### src/rtl/loader_pkg.sv
// Shared constants and state encoding for the boot-time program loader.
package loader_pkg;

    localparam int CNT_W          = 16;
    localparam int BYTES_PER_WORD = 4;

    typedef enum logic [2:0] {
        HDR0,
        HDR1,
        DATA,
        WRITE,
        HOLD,
        RUN,
        ERR,
        CKSUM
    } state_t;

endpackage

### src/rtl/byte_word_packer.sv
// Packs accepted bytes little-endian into a 32-bit word and flags the 4th byte.
// With LOADER_CHECKSUM_EN defined it also keeps the running XOR of the stream.
module byte_word_packer
    import loader_pkg::*;
(
    input  logic        clk,
    input  logic        rst,
    input  logic        idx_clr,
    input  logic        byte_en,
    input  logic [7:0]  byte_in,
    output logic [31:0] word,
    output logic        word_valid
`ifdef LOADER_CHECKSUM_EN
    ,
    input  logic        xor_en,
    input  logic        xor_init,
    output logic [7:0]  xor_acc
`endif
);

    localparam int IDX_W = $clog2(BYTES_PER_WORD);

    logic [IDX_W-1:0] byte_idx;

    assign word_valid = byte_en && (byte_idx == IDX_W'(BYTES_PER_WORD - 1));

    // byte_idx wraps back to 0 naturally after the last byte of a word
    always_ff @(posedge clk or negedge rst) begin
        if (!rst) begin
            byte_idx <= '0;
            word     <= '0;
        end else begin
            if (idx_clr) begin
                byte_idx <= '0;
            end else if (byte_en) begin
                byte_idx <= byte_idx + 1'b1;
            end
            if (byte_en) begin
                word[{byte_idx, 3'b000} +: 8] <= byte_in;
            end
        end
    end

`ifdef LOADER_CHECKSUM_EN
    // The first header byte restarts the XOR so a reload never inherits old state
    always_ff @(posedge clk or negedge rst) begin
        if (!rst) begin
            xor_acc <= '0;
        end else if (xor_init) begin
            xor_acc <= byte_in;
        end else if (xor_en) begin
            xor_acc <= xor_acc ^ byte_in;
        end
    end
`endif

endmodule

### src/rtl/prog_loader.sv
// Boot loader: byte stream -> imem words, holding the CPU in reset until done.
// Optional trailing XOR checksum byte enabled by LOADER_CHECKSUM_EN.
module prog_loader
    import loader_pkg::*;
#(
    parameter int ADDR_W   = 8,
    parameter int RST_HOLD = 2
) (
    input  logic              clk,
    input  logic              rst,
    input  logic              start,
    input  logic              in_valid,
    input  logic [7:0]        in_data,
    output logic              in_ready,
    output logic              imem_we,
    output logic [ADDR_W-1:0] imem_addr,
    output logic [31:0]       imem_wdata,
    output logic              cpu_rst,
    output logic              load_done,
    output logic              load_err
);

    localparam int          HOLD_W = (RST_HOLD < 2) ? 1 : $clog2(RST_HOLD + 1);
    localparam logic [31:0] CAP    = 32'd1 << ADDR_W;
`ifdef LOADER_CHECKSUM_EN
    localparam state_t AFTER_DATA = CKSUM;
`else
    localparam state_t AFTER_DATA = HOLD;
`endif

    state_t            state, state_nx;
    logic [7:0]        cnt_lo;
    logic [CNT_W-1:0]  n_words, word_cnt, word_cnt_inc, n_hdr;
    logic [HOLD_W-1:0] hold_cnt;
    logic              too_big, last_word, restart, word_valid, byte_en, hdr1_acc;
`ifdef LOADER_CHECKSUM_EN
    logic [7:0]        xor_acc;
`endif

    assign n_hdr        = {in_data, cnt_lo};
    assign too_big      = {{(32 - CNT_W){1'b0}}, n_hdr} > CAP;
    assign word_cnt_inc = word_cnt + 1'b1;
    assign last_word    = (word_cnt_inc == n_words);
    assign restart      = start && (state == RUN || state == ERR);
    assign byte_en      = (state == DATA) && in_valid;
    assign hdr1_acc     = (state == HDR1) && in_valid;
    assign imem_we      = (state == WRITE);
    assign load_done    = (state == RUN);

    byte_word_packer u_packer (
        .clk        (clk),
        .rst        (rst),
        .idx_clr    (hdr1_acc),
        .byte_en    (byte_en),
        .byte_in    (in_data),
        .word       (imem_wdata),
        .word_valid (word_valid)
`ifdef LOADER_CHECKSUM_EN
        ,
        .xor_en     (in_valid && in_ready && state != CKSUM),
        .xor_init   ((state == HDR0) && in_valid),
        .xor_acc    (xor_acc)
`endif
    );

    always_comb begin
        state_nx = state;
        in_ready = 1'b0;
        case (state)
            HDR0: begin
                in_ready = 1'b1;
                if (in_valid) state_nx = HDR1;
            end
            HDR1: begin
                in_ready = 1'b1;
                if (in_valid) begin
                    if (n_hdr == '0)  state_nx = AFTER_DATA;
                    else if (too_big) state_nx = ERR;
                    else              state_nx = DATA;
                end
            end
            DATA: begin
                in_ready = 1'b1;
                if (word_valid) state_nx = WRITE;
            end
            WRITE: state_nx = last_word ? AFTER_DATA : DATA;
            HOLD:  if (hold_cnt <= HOLD_W'(1)) state_nx = RUN;
            RUN:   if (start) state_nx = HDR0;
            ERR:   if (start) state_nx = HDR0;
`ifdef LOADER_CHECKSUM_EN
            CKSUM: begin
                in_ready = 1'b1;
                if (in_valid) state_nx = (in_data == xor_acc) ? HOLD : ERR;
            end
`endif
            default: state_nx = HDR0;
        endcase
    end

    // cpu_rst is registered: it drops one cycle after entering RUN and rises on the start edge
    always_ff @(posedge clk or negedge rst) begin
        if (!rst) begin
            state     <= HDR0;
            cnt_lo    <= '0;
            n_words   <= '0;
            word_cnt  <= '0;
            imem_addr <= '0;
            hold_cnt  <= '0;
            cpu_rst   <= 1'b1;
            load_err  <= 1'b0;
        end else begin
            state   <= state_nx;
            cpu_rst <= !(state == RUN && !start);
            if ((state == HDR0) && in_valid) cnt_lo <= in_data;
            if (hdr1_acc) begin
                n_words  <= n_hdr;
                word_cnt <= '0;
            end
            if (state == WRITE) begin
                imem_addr <= imem_addr + 1'b1;
                word_cnt  <= word_cnt_inc;
            end
            if (state_nx == HOLD && state != HOLD) begin
                hold_cnt <= HOLD_W'(RST_HOLD);
            end else if (state == HOLD && hold_cnt != '0) begin
                hold_cnt <= hold_cnt - 1'b1;
            end
            if (restart) begin
                imem_addr <= '0;
                load_err  <= 1'b0;
            end
            if (state_nx == ERR && state != ERR) load_err <= 1'b1;
        end
    end

endmodule

### config.mk
export PLATFORM = sky130hd
export DESIGN_NAME = prog_loader
export DESIGN_NICKNAME = d
export VERILOG_FILES = /design/src/rtl/loader_pkg.sv /design/src/rtl/byte_word_packer.sv /design/src/rtl/prog_loader.sv
export SDC_FILE = /design/constraint.sdc
export NUM_CORES = 1
export LEC_CHECK = 0
export ABC_AREA = 1
export CORE_MARGIN = 4
export CORE_UTILIZATION = 35
export CTS_CLUSTER_DIAMETER = 150
export DETAILED_ROUTE_END_ITERATION = 10
export PLACE_DENSITY = 0.61
export SYNTH_ARGS = -nofsm -noshare
export SYNTH_HDL_FRONTEND = slang
export SYNTH_SLANG_ARGS = --single-unit
export TNS_END_PERCENT = 20
### constraint.sdc
create_clock -name clk -period 1.91 [get_ports clk]
set_input_delay 0.191 -clock clk [delete_from_list [all_inputs] [get_ports clk]]
set_output_delay 0.191 -clock clk [all_outputs]
set_load 0.005 [all_outputs]
==> flow_summary.yaml <==
outcome:
  outcome: "complete, but fails checks"
  violations: "negative setup slack"
global_routing:
  grt_overflow_total: 0
  grt_usage: 0.1687
  grt_pass1_wl_um: 21740
  antenna_found_initial: 0
  grt_max_degree: 60
  first_global_vias: 4454
floorplan:
  initial_core_util: 0.3576
  die_w_um: 124.3
  dieArea_mm2: 0.01546
  placeableCoreArea_mm2: 0.01324
  dieHeight_um: 124.3
  fp-row-count: 42
  ios: 57
detailed_routing:
  vias: 4493
  via_per_inst: 4.937
  drc: 0
  dr.pass1.iters: 4
  wl_um: 12870
  ant_nets: 0
  drtIter0Drc: 244
  detail_route.wl_per_cell_um: 14.14
cells_and_area:
  area_growth_pct: 32.26
  final_cell_mix: "170 x nand2_1, 86 x dfrtp_1, 79 x inv_1"
  fillCellCount: 1292
  drive_gt1_frac: 0.1485
  fin_nets: 750
  diodes: 0
  final_common_cell: "nand2_1"
clock_tree:
  cts_buffers: 9
  clkSinkCount: 89
  tritoncts: "built"
  clkTransAtPathRegs_ns: 0.07
  clk-insertion-delay-late_ns: 0.35
  cts_root_buf: "clkbuf_16"
  cts.path.max_buffers: 2
  htree_levels: 3
min_path:
  hold_class: "in2async"
critical_path:
  slowest_delay_ns: 0.40
  crit_top_cell: "nand2_1"
  r2r-start: "word_cnt[1]"
  crit_chain: "ha_4 > nand2_4 > nor2_4 > buf_4 > nand2_1 > nand3_1 > nand2_1 > clkinv_1 > nand3_2 > nor2_2 > nand2_1 > nor2_2 > nand3_2 > nand2_1 > nand3_2 > nor2_1 > nor2_1"
  required_ns: 2.14
  crit_fanout: 6
  criticalPathCategory: "reg2reg"
  arrival_ns: 2.28
  worst_setup_path_end_kind: "flip-flop"
  cp-start-kind: "flip-flop"
  cp-startpoint: "word_cnt[1]"
  cp_slowest_cell: "dfrtp_1"
yosys:
  syn_avg_cell_area_um2: 7.602
  ys_seq_elements: 89
  synth_cells: 623
  synth_seq_area_share: 0.4705
  synthDistinctLibCells: 31
  ys.warnings.count: 0
  synth_nets: 644
  syn-cell-area_mm2: 0.004736
sta:
  worst-slew-pin-transition_ns: 0.5474
  skew_ns: 0.007968
  setup_slack_ns: -0.1365
  rsz0062_at_grt: "yes"
  setup_viol: 4
  slew_headroom: 0.6337
  hold_slack_ns: 0.3621
  slew_viol_final: 0
  fmax_mhz: 488.6
  period_share: 1.071
  hold_viol_final: 0
  fin_crit_ns: 2.047
placement:
  hpwl_um: 9379
  gp_congestion: 0.8714
  portBuffers: 56
job:
  maxCapViolations: 0
pwr:
  power.density_mw_per_mm2: 1288
  p_leak_uw: 0.003084
  ir_drop_uv: 599.2
  finalPower_uw: 8068
## worst max-delay path, delay by kind of cell, from the launching register on
kind / cells / cell delay, ns
simple gates: 14 / 1.16
flops: 1 / 0.40
buf+inv: 2 / 0.19
fa+ha+maj: 1 / 0.17
## cells by family after synthesis
logic type	Yosys count	share of synthesized area
AOI/OAI and AO/OA	93	0.1030
xor gates and xnor gates	5	0.01215
adders and majority gates	9	0.02378
buffers and inverters	96	0.07609
DFF	89	0.4705
and+or+nand+nor	331	0.3144
## layer usage
metal	track usage	routed length (um)	up-vias
met5	0	0	-
met4	0.04642	263	0
met3	0.04846	906	25
met2	0.2780	6056	145
met1	0.2173	5639	2089
li1	-	-	2234
## synthesized netlist by cell type
cell type  count  area [um^2]
a21boi_0       1        7.510
a21boi_2       1        11.26
a21oi_1        7        35.03
a22oi_1        1        7.510
and2_1         1        6.260
and3_1         3        18.77
clkbuf_1      12        45.04
clkinv_1       2        7.510
dfrtp_1       88         2202
dfstp_2        1        26.28
ha_1           9        112.6
inv_1         80        300.3
inv_2          2        7.510
nand2_1      173        649.4
nand2_2        5        31.28
nand2_4        1        11.26
nand3_1       66        330.3
nand3_2        4        40.04
nand3b_1       4        30.03
nand4_1       11        68.82
nor2_1        45        168.9
nor2_2         3        18.77
nor2_4         4        45.04
nor2_8         1        20.02
nor3_1        10        50.05
o21ai_0       72        360.4
o21ai_1        2        10.01
o22ai_1        9        56.30
xnor2_1        1        8.760
xnor3_1        1        22.52
xor2_1         3        26.28
## layout make-up
type                    count  area [um^2]  share of cell area
clock buffers               9        225.2             0.03596
repair buffers            106        964.7              0.1540
flip-flops and latches     89         2231              0.3562
well taps                 176        220.2             0.03516
multi-input cells         439         2232              0.3564
clock inverters             7        72.57             0.01159
inverters                  84        317.8             0.05074
## state kept, by name, indices dropped and copies added (netlist names)
register,cells
state,3
word_cnt,16
hold_cnt,2
n_words,16
load_err,1
imem_addr,8
cpu_rst,1
u_packer.byte_idx,2
u_packer.word,32
cnt_lo,8
## repair_timing
| action | 4_1_cts | 5_1_grt |
|---|---|---|
| resized for setup | 8 | 18 |
| endpoints found under the setup margin | 16 | 31 |
| endpoints found under the hold margin | 88 | 0 |
| hold buffers | 1 | 0 |
| setup buffers | 2 | 4 |
| gates cloned | 0 | 1 |
| pin swaps | 1 | 4 |
## per-stage QoR
step                worst slack [ns]  instances    util  instance area, um^2  TNS [ns]
floorplan                    0.04123        623       -                 4736         0
global placement            -0.03503        886  0.4392                 5817  -0.04806
detailed placement           -0.1054        886  0.4392                 5817   -0.2326
CTS                         -0.06487        905  0.4656                 6166   -0.1326
global route                 -0.2921        910  0.4730                 6264    -1.072
finish                       -0.1365        910  0.4730                 6264   -0.3665
## worst paths after layout
kind                                          end  slack, ns  cells past startpoint
worst max-delay path                  hold_cnt[0]      -0.14                     17
worst min-delay path                  word_cnt[9]       0.36                      3
worst max register to register        hold_cnt[0]      -0.14                     17
worst min register to register  u_packer.word[25]       0.48                      2
max in group asynchronous              n_words[6]       1.24                      3
min in group clk                u_packer.word[25]       0.48                      2
## where the power goes
part	switching (uW)	internal, uW
Combinational	1860	1460
Clock	855	924
Sequential	471	2500
Note: power is estimated with default switching activity, not from simulation.
